--- config.mk ---
export PLATFORM = sky130hd
export DESIGN_NAME = seg_mem_reader_flat
export DESIGN_NICKNAME = d
export VERILOG_FILES = /design/src/rtl/seg_mem_reader_if.sv /design/src/rtl/seg_mem_reader.sv /design/src/flat_wrapper.sv
export SDC_FILE = /design/constraint.sdc
export NUM_CORES = 1
export LEC_CHECK = 0
export CAP_MARGIN = 40
export CORE_UTILIZATION = 50
export DETAILED_ROUTE_END_ITERATION = 8
export DONT_BUFFER_PORTS = 1
export PLACE_DENSITY = 0.66
export SLEW_MARGIN = 10
export SYNTH_ARGS = -nofsm -noshare
export SYNTH_HDL_FRONTEND = slang
export SYNTH_SLANG_ARGS = --single-unit
--- constraint.sdc ---
create_clock -name CLK -period 5.22 [get_ports CLK]
set_input_delay 1.044 -clock CLK [delete_from_list [all_inputs] [get_ports CLK]]
set_output_delay 1.044 -clock CLK [all_outputs]
set_load 0.02 [all_outputs]
--- src/rtl/seg_mem_reader_if.sv ---
// Request / memory-bus / response signal bundle for seg_mem_reader.
// The slave modport is the reader itself; the master modport is the side
// that issues requests, returns memory bytes and consumes responses.
interface seg_mem_reader_if;
  logic        REQ_VALID;
  logic        REQ_READY;
  logic [15:0] REQ_SEG;
  logic [15:0] REQ_OFF;
  logic        REQ_WORD;
  logic [19:0] MEM_ADDR;
  logic        MEM_RD;
  logic        MEM_ACK;
  logic [7:0]  MEM_DATA;
  logic        RSP_VALID;
  logic        RSP_READY;
  logic [15:0] RSP_DATA;
  logic        RSP_ERR;

  modport slave (
    input  REQ_VALID, REQ_SEG, REQ_OFF, REQ_WORD, MEM_ACK, MEM_DATA, RSP_READY,
    output REQ_READY, MEM_ADDR, MEM_RD, RSP_VALID, RSP_DATA, RSP_ERR
  );

  modport master (
    output REQ_VALID, REQ_SEG, REQ_OFF, REQ_WORD, MEM_ACK, MEM_DATA, RSP_READY,
    input  REQ_READY, MEM_ADDR, MEM_RD, RSP_VALID, RSP_DATA, RSP_ERR
  );
endinterface

--- src/rtl/seg_mem_reader.sv ---
// Segmented memory reader: turns a segment:offset request into one or two
// byte reads on an 8-bit bus and returns a byte or little-endian word.
// Optional feature macro: RD_TIMEOUT_EN (aborts a read that sees no MEM_ACK
// for TIMEOUT_CYCLES strobe cycles, answering 16'hFFFF with RSP_ERR=1).
module seg_mem_reader #(
  parameter int TIMEOUT_CYCLES = 16
) (
  input logic            CLK,
  input logic            RST,
  seg_mem_reader_if.slave bus
);

  typedef enum logic [1:0] {IDLE, RD_LO, RD_HI, RESP} state_t;

  state_t      state;
  logic [15:0] seg_q;
  logic [15:0] off_q;
  logic        word_q;
  logic [19:0] mem_addr;
  logic        mem_rd;
  logic        rsp_valid;
  logic [15:0] rsp_data;

  // Reject an out-of-range timeout at elaboration time.
  if (TIMEOUT_CYCLES < 1 || TIMEOUT_CYCLES > 255) begin : g_bad_timeout
    $error("seg_mem_reader: TIMEOUT_CYCLES must be in 1..255");
  end

`ifdef RD_TIMEOUT_EN
  localparam logic [7:0] TMO_LAST = 8'(TIMEOUT_CYCLES - 1);
  logic [7:0] tmo_cnt;
  logic       rsp_err;
`endif

  // Physical address is SEG*16 + OFF, wrapping at 1 MiB.
  function automatic logic [19:0] phys_addr(input logic [15:0] seg, input logic [15:0] off);
    return {seg, 4'h0} + {4'h0, off};
  endfunction

  // Read sequencer: accept, fetch low byte, optionally fetch high byte
  // (offset wraps inside the segment), then hold the response until taken.
  always_ff @(posedge CLK or negedge RST) begin
    if (!RST) begin
      state     <= IDLE;
      seg_q     <= 16'h0000;
      off_q     <= 16'h0000;
      word_q    <= 1'b0;
      mem_addr  <= 20'h00000;
      mem_rd    <= 1'b0;
      rsp_valid <= 1'b0;
      rsp_data  <= 16'h0000;
`ifdef RD_TIMEOUT_EN
      tmo_cnt   <= 8'h00;
      rsp_err   <= 1'b0;
`endif
    end else begin
      case (state)
        IDLE: begin
          if (bus.REQ_VALID) begin
            seg_q    <= bus.REQ_SEG;
            off_q    <= bus.REQ_OFF;
            word_q   <= bus.REQ_WORD;
            mem_addr <= phys_addr(bus.REQ_SEG, bus.REQ_OFF);
            mem_rd   <= 1'b1;
            state    <= RD_LO;
`ifdef RD_TIMEOUT_EN
            tmo_cnt  <= 8'h00;
`endif
          end
        end
        RD_LO: begin
          if (bus.MEM_ACK) begin
`ifdef RD_TIMEOUT_EN
            tmo_cnt <= 8'h00;
`endif
            if (word_q) begin
              rsp_data[7:0] <= bus.MEM_DATA;
              mem_addr      <= phys_addr(seg_q, off_q + 16'd1);
              state         <= RD_HI;
            end else begin
              rsp_data  <= {8'h00, bus.MEM_DATA};
              mem_rd    <= 1'b0;
              rsp_valid <= 1'b1;
              state     <= RESP;
            end
          end
`ifdef RD_TIMEOUT_EN
          else if (tmo_cnt == TMO_LAST) begin
            rsp_data  <= 16'hFFFF;
            rsp_err   <= 1'b1;
            mem_rd    <= 1'b0;
            rsp_valid <= 1'b1;
            tmo_cnt   <= 8'h00;
            state     <= RESP;
          end else begin
            tmo_cnt <= tmo_cnt + 8'd1;
          end
`endif
        end
        RD_HI: begin
          if (bus.MEM_ACK) begin
            rsp_data[15:8] <= bus.MEM_DATA;
            mem_rd         <= 1'b0;
            rsp_valid      <= 1'b1;
            state          <= RESP;
`ifdef RD_TIMEOUT_EN
            tmo_cnt        <= 8'h00;
`endif
          end
`ifdef RD_TIMEOUT_EN
          else if (tmo_cnt == TMO_LAST) begin
            rsp_data  <= 16'hFFFF;
            rsp_err   <= 1'b1;
            mem_rd    <= 1'b0;
            rsp_valid <= 1'b1;
            tmo_cnt   <= 8'h00;
            state     <= RESP;
          end else begin
            tmo_cnt <= tmo_cnt + 8'd1;
          end
`endif
        end
        RESP: begin
          if (bus.RSP_READY) begin
            rsp_valid <= 1'b0;
            state     <= IDLE;
`ifdef RD_TIMEOUT_EN
            rsp_err   <= 1'b0;
`endif
          end
        end
        default: state <= IDLE;
      endcase
    end
  end

  assign bus.REQ_READY = (state == IDLE);
  assign bus.MEM_ADDR  = mem_addr;
  assign bus.MEM_RD    = mem_rd;
  assign bus.RSP_VALID = rsp_valid;
  assign bus.RSP_DATA  = rsp_data;
`ifdef RD_TIMEOUT_EN
  assign bus.RSP_ERR   = rsp_err;
`else
  assign bus.RSP_ERR   = 1'b0;
`endif

endmodule

--- src/flat_wrapper.sv ---
// flat-port wrapper written by rule: the top's interface ports become plain ports
module seg_mem_reader_flat 
#(
  parameter int TIMEOUT_CYCLES = 16
)
  (CLK, RST, bus_REQ_VALID, bus_REQ_SEG, bus_REQ_OFF, bus_REQ_WORD, bus_MEM_ACK, bus_MEM_DATA, bus_RSP_READY, bus_REQ_READY, bus_MEM_ADDR, bus_MEM_RD, bus_RSP_VALID, bus_RSP_DATA, bus_RSP_ERR);
  seg_mem_reader_if bus_i ();
  input logic CLK;
  input logic RST;
  input wire logic [$bits(bus_i.REQ_VALID)-1:0] bus_REQ_VALID;
  input wire logic [$bits(bus_i.REQ_SEG)-1:0] bus_REQ_SEG;
  input wire logic [$bits(bus_i.REQ_OFF)-1:0] bus_REQ_OFF;
  input wire logic [$bits(bus_i.REQ_WORD)-1:0] bus_REQ_WORD;
  input wire logic [$bits(bus_i.MEM_ACK)-1:0] bus_MEM_ACK;
  input wire logic [$bits(bus_i.MEM_DATA)-1:0] bus_MEM_DATA;
  input wire logic [$bits(bus_i.RSP_READY)-1:0] bus_RSP_READY;
  output wire logic [$bits(bus_i.REQ_READY)-1:0] bus_REQ_READY;
  output wire logic [$bits(bus_i.MEM_ADDR)-1:0] bus_MEM_ADDR;
  output wire logic [$bits(bus_i.MEM_RD)-1:0] bus_MEM_RD;
  output wire logic [$bits(bus_i.RSP_VALID)-1:0] bus_RSP_VALID;
  output wire logic [$bits(bus_i.RSP_DATA)-1:0] bus_RSP_DATA;
  output wire logic [$bits(bus_i.RSP_ERR)-1:0] bus_RSP_ERR;
  assign bus_i.REQ_VALID = bus_REQ_VALID;
  assign bus_i.REQ_SEG = bus_REQ_SEG;
  assign bus_i.REQ_OFF = bus_REQ_OFF;
  assign bus_i.REQ_WORD = bus_REQ_WORD;
  assign bus_i.MEM_ACK = bus_MEM_ACK;
  assign bus_i.MEM_DATA = bus_MEM_DATA;
  assign bus_i.RSP_READY = bus_RSP_READY;
  assign bus_REQ_READY = bus_i.REQ_READY;
  assign bus_MEM_ADDR = bus_i.MEM_ADDR;
  assign bus_MEM_RD = bus_i.MEM_RD;
  assign bus_RSP_VALID = bus_i.RSP_VALID;
  assign bus_RSP_DATA = bus_i.RSP_DATA;
  assign bus_RSP_ERR = bus_i.RSP_ERR;
  seg_mem_reader #(.TIMEOUT_CYCLES(TIMEOUT_CYCLES)) u_core (.CLK(CLK), .RST(RST), .bus(bus_i));
endmodule
==> run summary, run 1 <==
number of global-route vias before repair: 3275
Main synth FF type: dfrtp_1
multi-input logic area: 2550 um^2
fin nets: 525
port bufs: 0
xor-xnor portion of the synthesized cell area: 6.63%
PwrDens: 679 nW/um^2
FF+latch count, synth: 73
Worst Setup SP: u_core.off_q[0]$_DFFE_PN0P_
Clock Skew: 0.0128 ns
delay-heaviest family, CP: simple AND/OR/NAND/NOR gates
largest family of logic cells by synthesized area: compound AO/OA/AOI/OAI gates
startpoint types: register
routed vias/inst: 5.80
root buf cell: clkbuf_8
hold_buf cts: 0
Crit path depth: 13
Max Root-Sink Buffers: 2
total die area: 9370 um^2
achievable clock frequency: 312 MHz
Synth Area in Simple Gates: 12.0%
drt total wl: 9290 um
Fillers: 753
drt first-iter violations: 87
Peak VDD IR: 0.227 mV
clk sinks: 73
Crit path required time: 5.42 ns
antenna violations before repair: 0
critical path type: reg2reg
CP endpoint kind: register
worst-path cell chain: ha_1 > nand2_1 > nor2_1 > and4_1 > nand4_1 > xnor2_1 > ha_1 > a21o_1 > a221o_1 > a22o_1 > nand3_1 > xor2_1 > o221ai_1
Clock Latency Late Sink: 0.34 ns
Worst path max stage delay: 0.39 ns
DRC: 0
Seq. cell area: 1830 um^2
DP HPWL: 7150 um
slew of the pin with the lowest slew margin: 0.761 ns
Area Growth Syn to Fin: 5.96%
total CTS buffers: 9
First-pass DRT Iterations: 4
gr usage total: 20.9%
total vias in the final route: 3235
Avg WL per Cell: 16.7 um
ys async rst share: 100%
post-place setup slack: 2.03 ns
synthesized net count: 524
CTS tree: done
final hold vios: 0
CP max stage cell: dfrtp_1
gpl congestion: 0.874
Critical path buffers and inverters: 0
Post-synth EDFFs: 0
largest net degree at the start of global routing: 74
fin. max-slew vios: 0
RSZ-0062 raised after global routing: no
Leak: 2.11 nW
Final WS setup: 2.02 ns
max_cap viols: 0
Cells after Synth: 444
CTS clk-pin slew, worst paths: 0.09 ns
adder-cell area share of the yosys netlist: 9.80%
proportion of synthesized area in mux cells: 11.6%
Die H: 96.8 um
n_diodes: 0
cell row count: 34
# setup viols final: 0
final setup TNS: 0 ns
maximum fanout along the worst path: 6
Resized cells post-CTS: 0
R2R cell count: 13
mapped cell area: 4490 um^2
status: complete, no violations
Post-CTS Setup Inserts: 0
Critical R2R Launch: u_core.off_q[0]$_DFFE_PN0P_
grt ovf: 0
Hold WC Path Type: in2async
register area share after synthesis: 40.7%
compound-cell area share of the yosys netlist: 16.6%
H-tree depth: 3
DRT antenna net count: 0
synthesis warning total: 0
flop-to-flop setup slack: 2.02 ns
end of the critical path: u_core.bus.MEM_ADDR[19]$_DFFE_PN0P_
Final min period: 3.20 ns
Initial Utilization: 51.5%
Ports: 86
Avg Inst Size Synth: 10.1 um^2
Worst Path Arrival: 3.41 ns
CP dominant cell by count: ha_1
Rel. slew slack: 49.1%
final critical-path share of the clock period: 61.4%
core area: 8720 um^2
Die W: 96.8 um
share of cells above drive strength 1: 16.2%
first-pass GRT wire length: 16000 um
Distinct cells, synth: 59
Reg2Reg Capture Point: u_core.bus.MEM_ADDR[19]$_DFFE_PN0P_
[report_power, final]
group / switching (mW) / total (mW) / internal, mW
Sequential: 0.420 / 1.27 / 0.851
Combinational: 0.810 / 1.56 / 0.753
Clock: 0.226 / 0.397 / 0.172
[through the flow]
| stage | total power, mW | utilization (%) | std cells | hold slack, ns | instance area [um^2] |
|---|---|---|---|---|---|
| after floorplan | 2.52 | - | 444 | 0.486 | 4490 |
| after global placement | 2.80 | 52.5 | 541 | 0.515 | 4580 |
| after detailed placement | 2.85 | 52.6 | 542 | 0.519 | 4590 |
| after CTS | 3.25 | 54.6 | 558 | 0.376 | 4760 |
| after global routing | 3.50 | 54.6 | 558 | 0.364 | 4760 |
| final | 3.23 | 54.6 | 558 | 0.387 | 4760 |
[worst min path at each step]
stage | from | endpoint | depth (start not counted)
after global routing | RST | u_core.bus.MEM_ADDR[4]$_DFFE_PN0P_ | 0
final | RST | u_core.bus.MEM_ADDR[4]$_DFFE_PN0P_ | 0
after global placement | u_core.seg_q[0]$_DFFE_PN0P_ | u_core.seg_q[0]$_DFFE_PN0P_ | 1
after CTS | RST | u_core.word_q$_DFFE_PN0P_ | 0
after detailed placement | u_core.seg_q[0]$_DFFE_PN0P_ | u_core.seg_q[0]$_DFFE_PN0P_ | 1
after floorplan | u_core.seg_q[0]$_DFFE_PN0P_ | u_core.seg_q[0]$_DFFE_PN0P_ | 1
[per-layer routing]
layer | routed length (um) | global-route usage, % | share of wire, %
met1 | 4110 | 26.8 | 44
met5 | 0 | 0 | 0
met2 | 4420 | 34.4 | 48
met4 | 119 | 5.86 | 1.3
met3 | 652 | 6.07 | 7.0
[cell usage after synthesis (all sizes together), types with 2 or more instances]
cell type	instances	area share, %
xnor2	22	4.3
nand2b	3	0.42
inv	15	1.3
o21bai	3	0.50
dfrtp	73	41
clkbuf	10	0.84
o21a	5	0.84
a31oi	2	0.28
or3	3	0.42
nor2	23	1.9
mux2	40	10
and4	2	0.39
o21ai	39	4.4
a211o	2	0.42
xor2	12	2.3
and2	2	0.28
or3b	2	0.45
a21o	11	1.8
ha	32	8.9
a22oi	2	0.33
o31ai	5	0.84
a21oi	15	1.8
nor3	2	0.22
and3	5	0.72
nand3	11	1.2
nand2	56	4.7
a2111oi	2	0.53
buf	3	0.58
o2111ai	2	0.39
o221ai	4	0.78
fa	2	0.89
o211ai	4	0.78
mux2i	7	1.6
a211oi	7	1.5
nand4	3	0.42
[worst reg2reg max path, cell delays in order, from the launching register on]
cell,delay (ns)
dfrtp_1,0.39
ha_1,0.21
nand2_1,0.06
nor2_1,0.31
and4_1,0.31
nand4_1,0.13
xnor2_1,0.14
ha_1,0.35
a21o_1,0.20
a221o_1,0.33
a22o_1,0.26
nand3_1,0.11
xor2_1,0.16
o221ai_1,0.12
[state kept, by name, indices dropped and copies added, names as in the netlist]
signal,flops
u_core.bus.MEM_ADDR,20
u_core.state,2
u_core.bus.RSP_DATA,16
u_core.bus.MEM_RD,1
u_core.off_q,16
u_core.word_q,1
u_core.bus.RSP_VALID,1
u_core.seg_q,16
[cells by family (layout without fill, tap and decap cells)]
logic type               after synthesis  count (layout)
other                                  1               1
buffers and inverters                 28              34
AND/OR/NAND/NOR                      117             117
AO/OA/AOI/OAI                        110             110
multiplexers                          47              47
XOR/XNOR                              34              34
adder cells (fa/ha/maj)               34              34
flip-flops                            73              73
[placed cells by master, fill, tap and decap left out, drive strengths merged, types with 4 or more instances in the layout]
cell	n
a21o	11
a21oi	15
o31ai	5
xor2	12
mux2i	7
o21a	5
dfrtp	73
o221ai	4
xnor2	22
and3	5
clkbuf	9
nor2	23
o21ai	39
nand3	11
a211oi	7
ha	32
o211ai	4
nand2	56
mux2	40
inv	16
[area by class of cell]
| type | count | area share [%] |
|---|---|---|
| multi-input cells | 343 | 53.5 |
| flip-flops and latches | 73 | 38.4 |
| well taps | 108 | 2.84 |
| clock buffers | 9 | 2.60 |
| inverters | 15 | 1.18 |
| clock inverters | 7 | 0.972 |
| repair buffers | 3 | 0.552 |
(Power assumes the default switching activity.)
==> inputs of run 2 (changes only) <==
--- a/config.mk
+++ b/config.mk
@@ -9,7 +9,7 @@
 export CORE_UTILIZATION = 50
 export DETAILED_ROUTE_END_ITERATION = 8
 export DONT_BUFFER_PORTS = 1
-export PLACE_DENSITY = 0.66
+export PLACE_DENSITY = 0.69
 export SLEW_MARGIN = 10
 export SYNTH_ARGS = -nofsm -noshare
 export SYNTH_HDL_FRONTEND = slang
==> constraint.sdc (replaced) <==
create_clock -name CLK -period 2.64 [get_ports CLK]
set_input_delay 0.528 -clock CLK [delete_from_list [all_inputs] [get_ports CLK]]
set_output_delay 0.528 -clock CLK [all_outputs]
set_load 0.02 [all_outputs]
==> run 2 against run 1 <==
Effect of this change: the flow now finishes with violations (negative setup slack); non-clock buffer count rose by 52; sequential power rose by 98%; die area did not move; combinational power rose to 2.8 times the previous value; total power rose by 150%; first-iteration DRC count rose by 22%; sequential share of layout area fell by 4.9 points; setup slack got worse by 2.2 ns; critical path depth did not move; routed wire length rose by 13%; cell area rose by 15%; largest power group unchanged; highest routed layer unchanged.
==> run summary, run 2 (same netlist as run 1, synthesis figures left out) <==
status: complete, but fails checks
failing checks: negative setup slack
First-pass DRT Iterations: 4
PwrDens: 1460 nW/um^2
Clock Latency Late Sink: 0.36 ns
Avg WL per Cell: 17.2 um
CP max stage cell: dfrtp_2
antenna violations before repair: 0
Worst Path Arrival: 3.16 ns
achievable clock frequency: 349 MHz
H-tree depth: 3
worst-path cell chain: ha_4 > nand2_4 > nor2_4 > buf_4 > xor2_1 > ha_1 > a21oi_1 > or3b_4 > a211oi_4 > o211ai_2 > a21oi_2 > mux2i_1 > o221a_2
PnR Total Power: 8.00 mW
final hold vios: 0
total CTS buffers: 9
total vias in the final route: 3502
DP HPWL: 7470 um
CTS clk-pin slew, worst paths: 0.09 ns
# setup viols final: 8
max_cap viols: 0
Worst path max stage delay: 0.45 ns
slew of the pin with the lowest slew margin: 0.540 ns
delay-heaviest family, CP: compound AO/OA/AOI/OAI gates
Die H: 96.8 um
Hold WC Path Type: in2async
startpoint types: register
DRC: 0
n_diodes: 0
RSZ-0062 raised after global routing: yes
Ports: 86
most frequent cells in the layout: dfrtp_1, nand2_1, buf_4
number of global-route vias before repair: 3544
Peak VDD IR: 0.542 mV
gpl congestion: 0.848
flop-to-flop setup slack: -0.23 ns
cell row count: 34
Area Growth Syn to Fin: 21.8%
Initial Utilization: 51.5%
drt first-iter violations: 106
R2R cell count: 13
final setup TNS: -1.04 ns
CP endpoint kind: register
Crit path required time: 2.94 ns
grt ovf: 0
Rel. slew slack: 63.9%
total die area: 9370 um^2
Crit path depth: 13
critical path type: reg2reg
DRT antenna net count: 0
first-pass GRT wire length: 17400 um
port bufs: 0
Largest register FFs: 20
drt total wl: 10500 um
Clock Skew: 0.0112 ns
multi-input logic area: 2750 um^2
fin nets: 577
Die W: 96.8 um
Critical path buffers and inverters: 1
CTS tree: done
Fin Hold WS: 0.0427 ns
final critical-path share of the clock period: 109%
fin. max-slew vios: 0
Seq. cell area: 1830 um^2
commonest non-fill, non-tap cell in the layout: dfrtp_1
largest net degree at the start of global routing: 74
clk sinks: 73
Leak: 2.45 nW
share of cells above drive strength 1: 31.5%
gr usage total: 23.1%
routed vias/inst: 5.74
Max Root-Sink Buffers: 2
Final min period: 2.87 ns
root buf cell: clkbuf_8
core area: 8720 um^2
Final WS setup: -0.226 ns
Fillers: 690
maximum fanout along the worst path: 4
[run 2: cell types whose count changed in the layout (fill, tap and decap cells not counted), moves of 4 or more]
cell     delta
o21ai_0     -6
ha_1        -4
buf_4      +47
o21ai_1     +4
nor2_1      -4
buf_6       +4
nand3_1     -5
a21oi_1     -4
nand3_2     +5
[run 2: layout make-up]
type / instances / share of cell area [%]
tap: 108 / 2.47
sequential: 73 / 33.5
clock inverter: 7 / 2.29
timing repair buffer: 55 / 8.26
multi-input combinational: 343 / 50.2
inverter: 15 / 1.03
clock buffer: 9 / 2.26
[run 2: final timing paths]
check / start / endpoint
max: u_core.off_q[0]$_DFFE_PN0P_ / u_core.bus.MEM_ADDR[18]$_DFFE_PN0P_
min: RST / u_core.bus.RSP_DATA[5]$_DFFE_PN0P_
max reg2reg: u_core.off_q[0]$_DFFE_PN0P_ / u_core.bus.MEM_ADDR[18]$_DFFE_PN0P_
min reg2reg: u_core.seg_q[11]$_DFFE_PN0P_ / u_core.seg_q[11]$_DFFE_PN0P_
max in group asynchronous: RST / u_core.off_q[10]$_DFFE_PN0P_
min in group CLK: bus_MEM_DATA[6] / u_core.bus.RSP_DATA[14]$_DFFE_PN0P_
[run 2: power breakdown]
| group | switching (mW) | total (mW) | internal (mW) | leakage, nW |
|---|---|---|---|---|
| Sequential | 0.838 | 2.52 | 1.69 | 0.878 |
| Clock | 0.465 | 1.10 | 0.638 | 0.124 |
| Combinational | 2.10 | 4.37 | 2.27 | 1.44 |
[run 2: metrics by stage]
stage               utilization [%]  std cells  setup slack, ns  instance area, um^2
floorplan                         -        444          -0.0943                 4500
detailed placement             56.2        583           -0.357                 4900
global route                   62.7        610           -0.354                 5470
CTS                            61.6        609           -0.236                 5380
finish                         62.7        610           -0.226                 5470
global placement               56.2        583           -0.299                 4900
[run 2: layer usage]
metal | global-route usage, % | routed length (um)
met2 | 35.8 | 4760
met4 | 6.43 | 133
met1 | 31.5 | 4890
met5 | 0 | 0
met3 | 7.01 | 679
[run 2: repair_timing]
item                       CTS  global route
setup endpoints to repair    9            12
setup buffers                9             2
gates resized for setup     30            23
hold endpoints to repair    73             0
hold buffers                 1             0
pin swaps                   34            24
[run 2: worst reg2reg max path: stages (launching register included)]
cell	delay [ns]
dfrtp_2	0.45
ha_4	0.19
nand2_4	0.07
nor2_4	0.05
buf_4	0.13
xor2_1	0.13
ha_1	0.30
a21oi_1	0.09
or3b_4	0.43
a211oi_4	0.27
o211ai_2	0.15
a21oi_2	0.16
mux2i_1	0.20
o221a_2	0.18
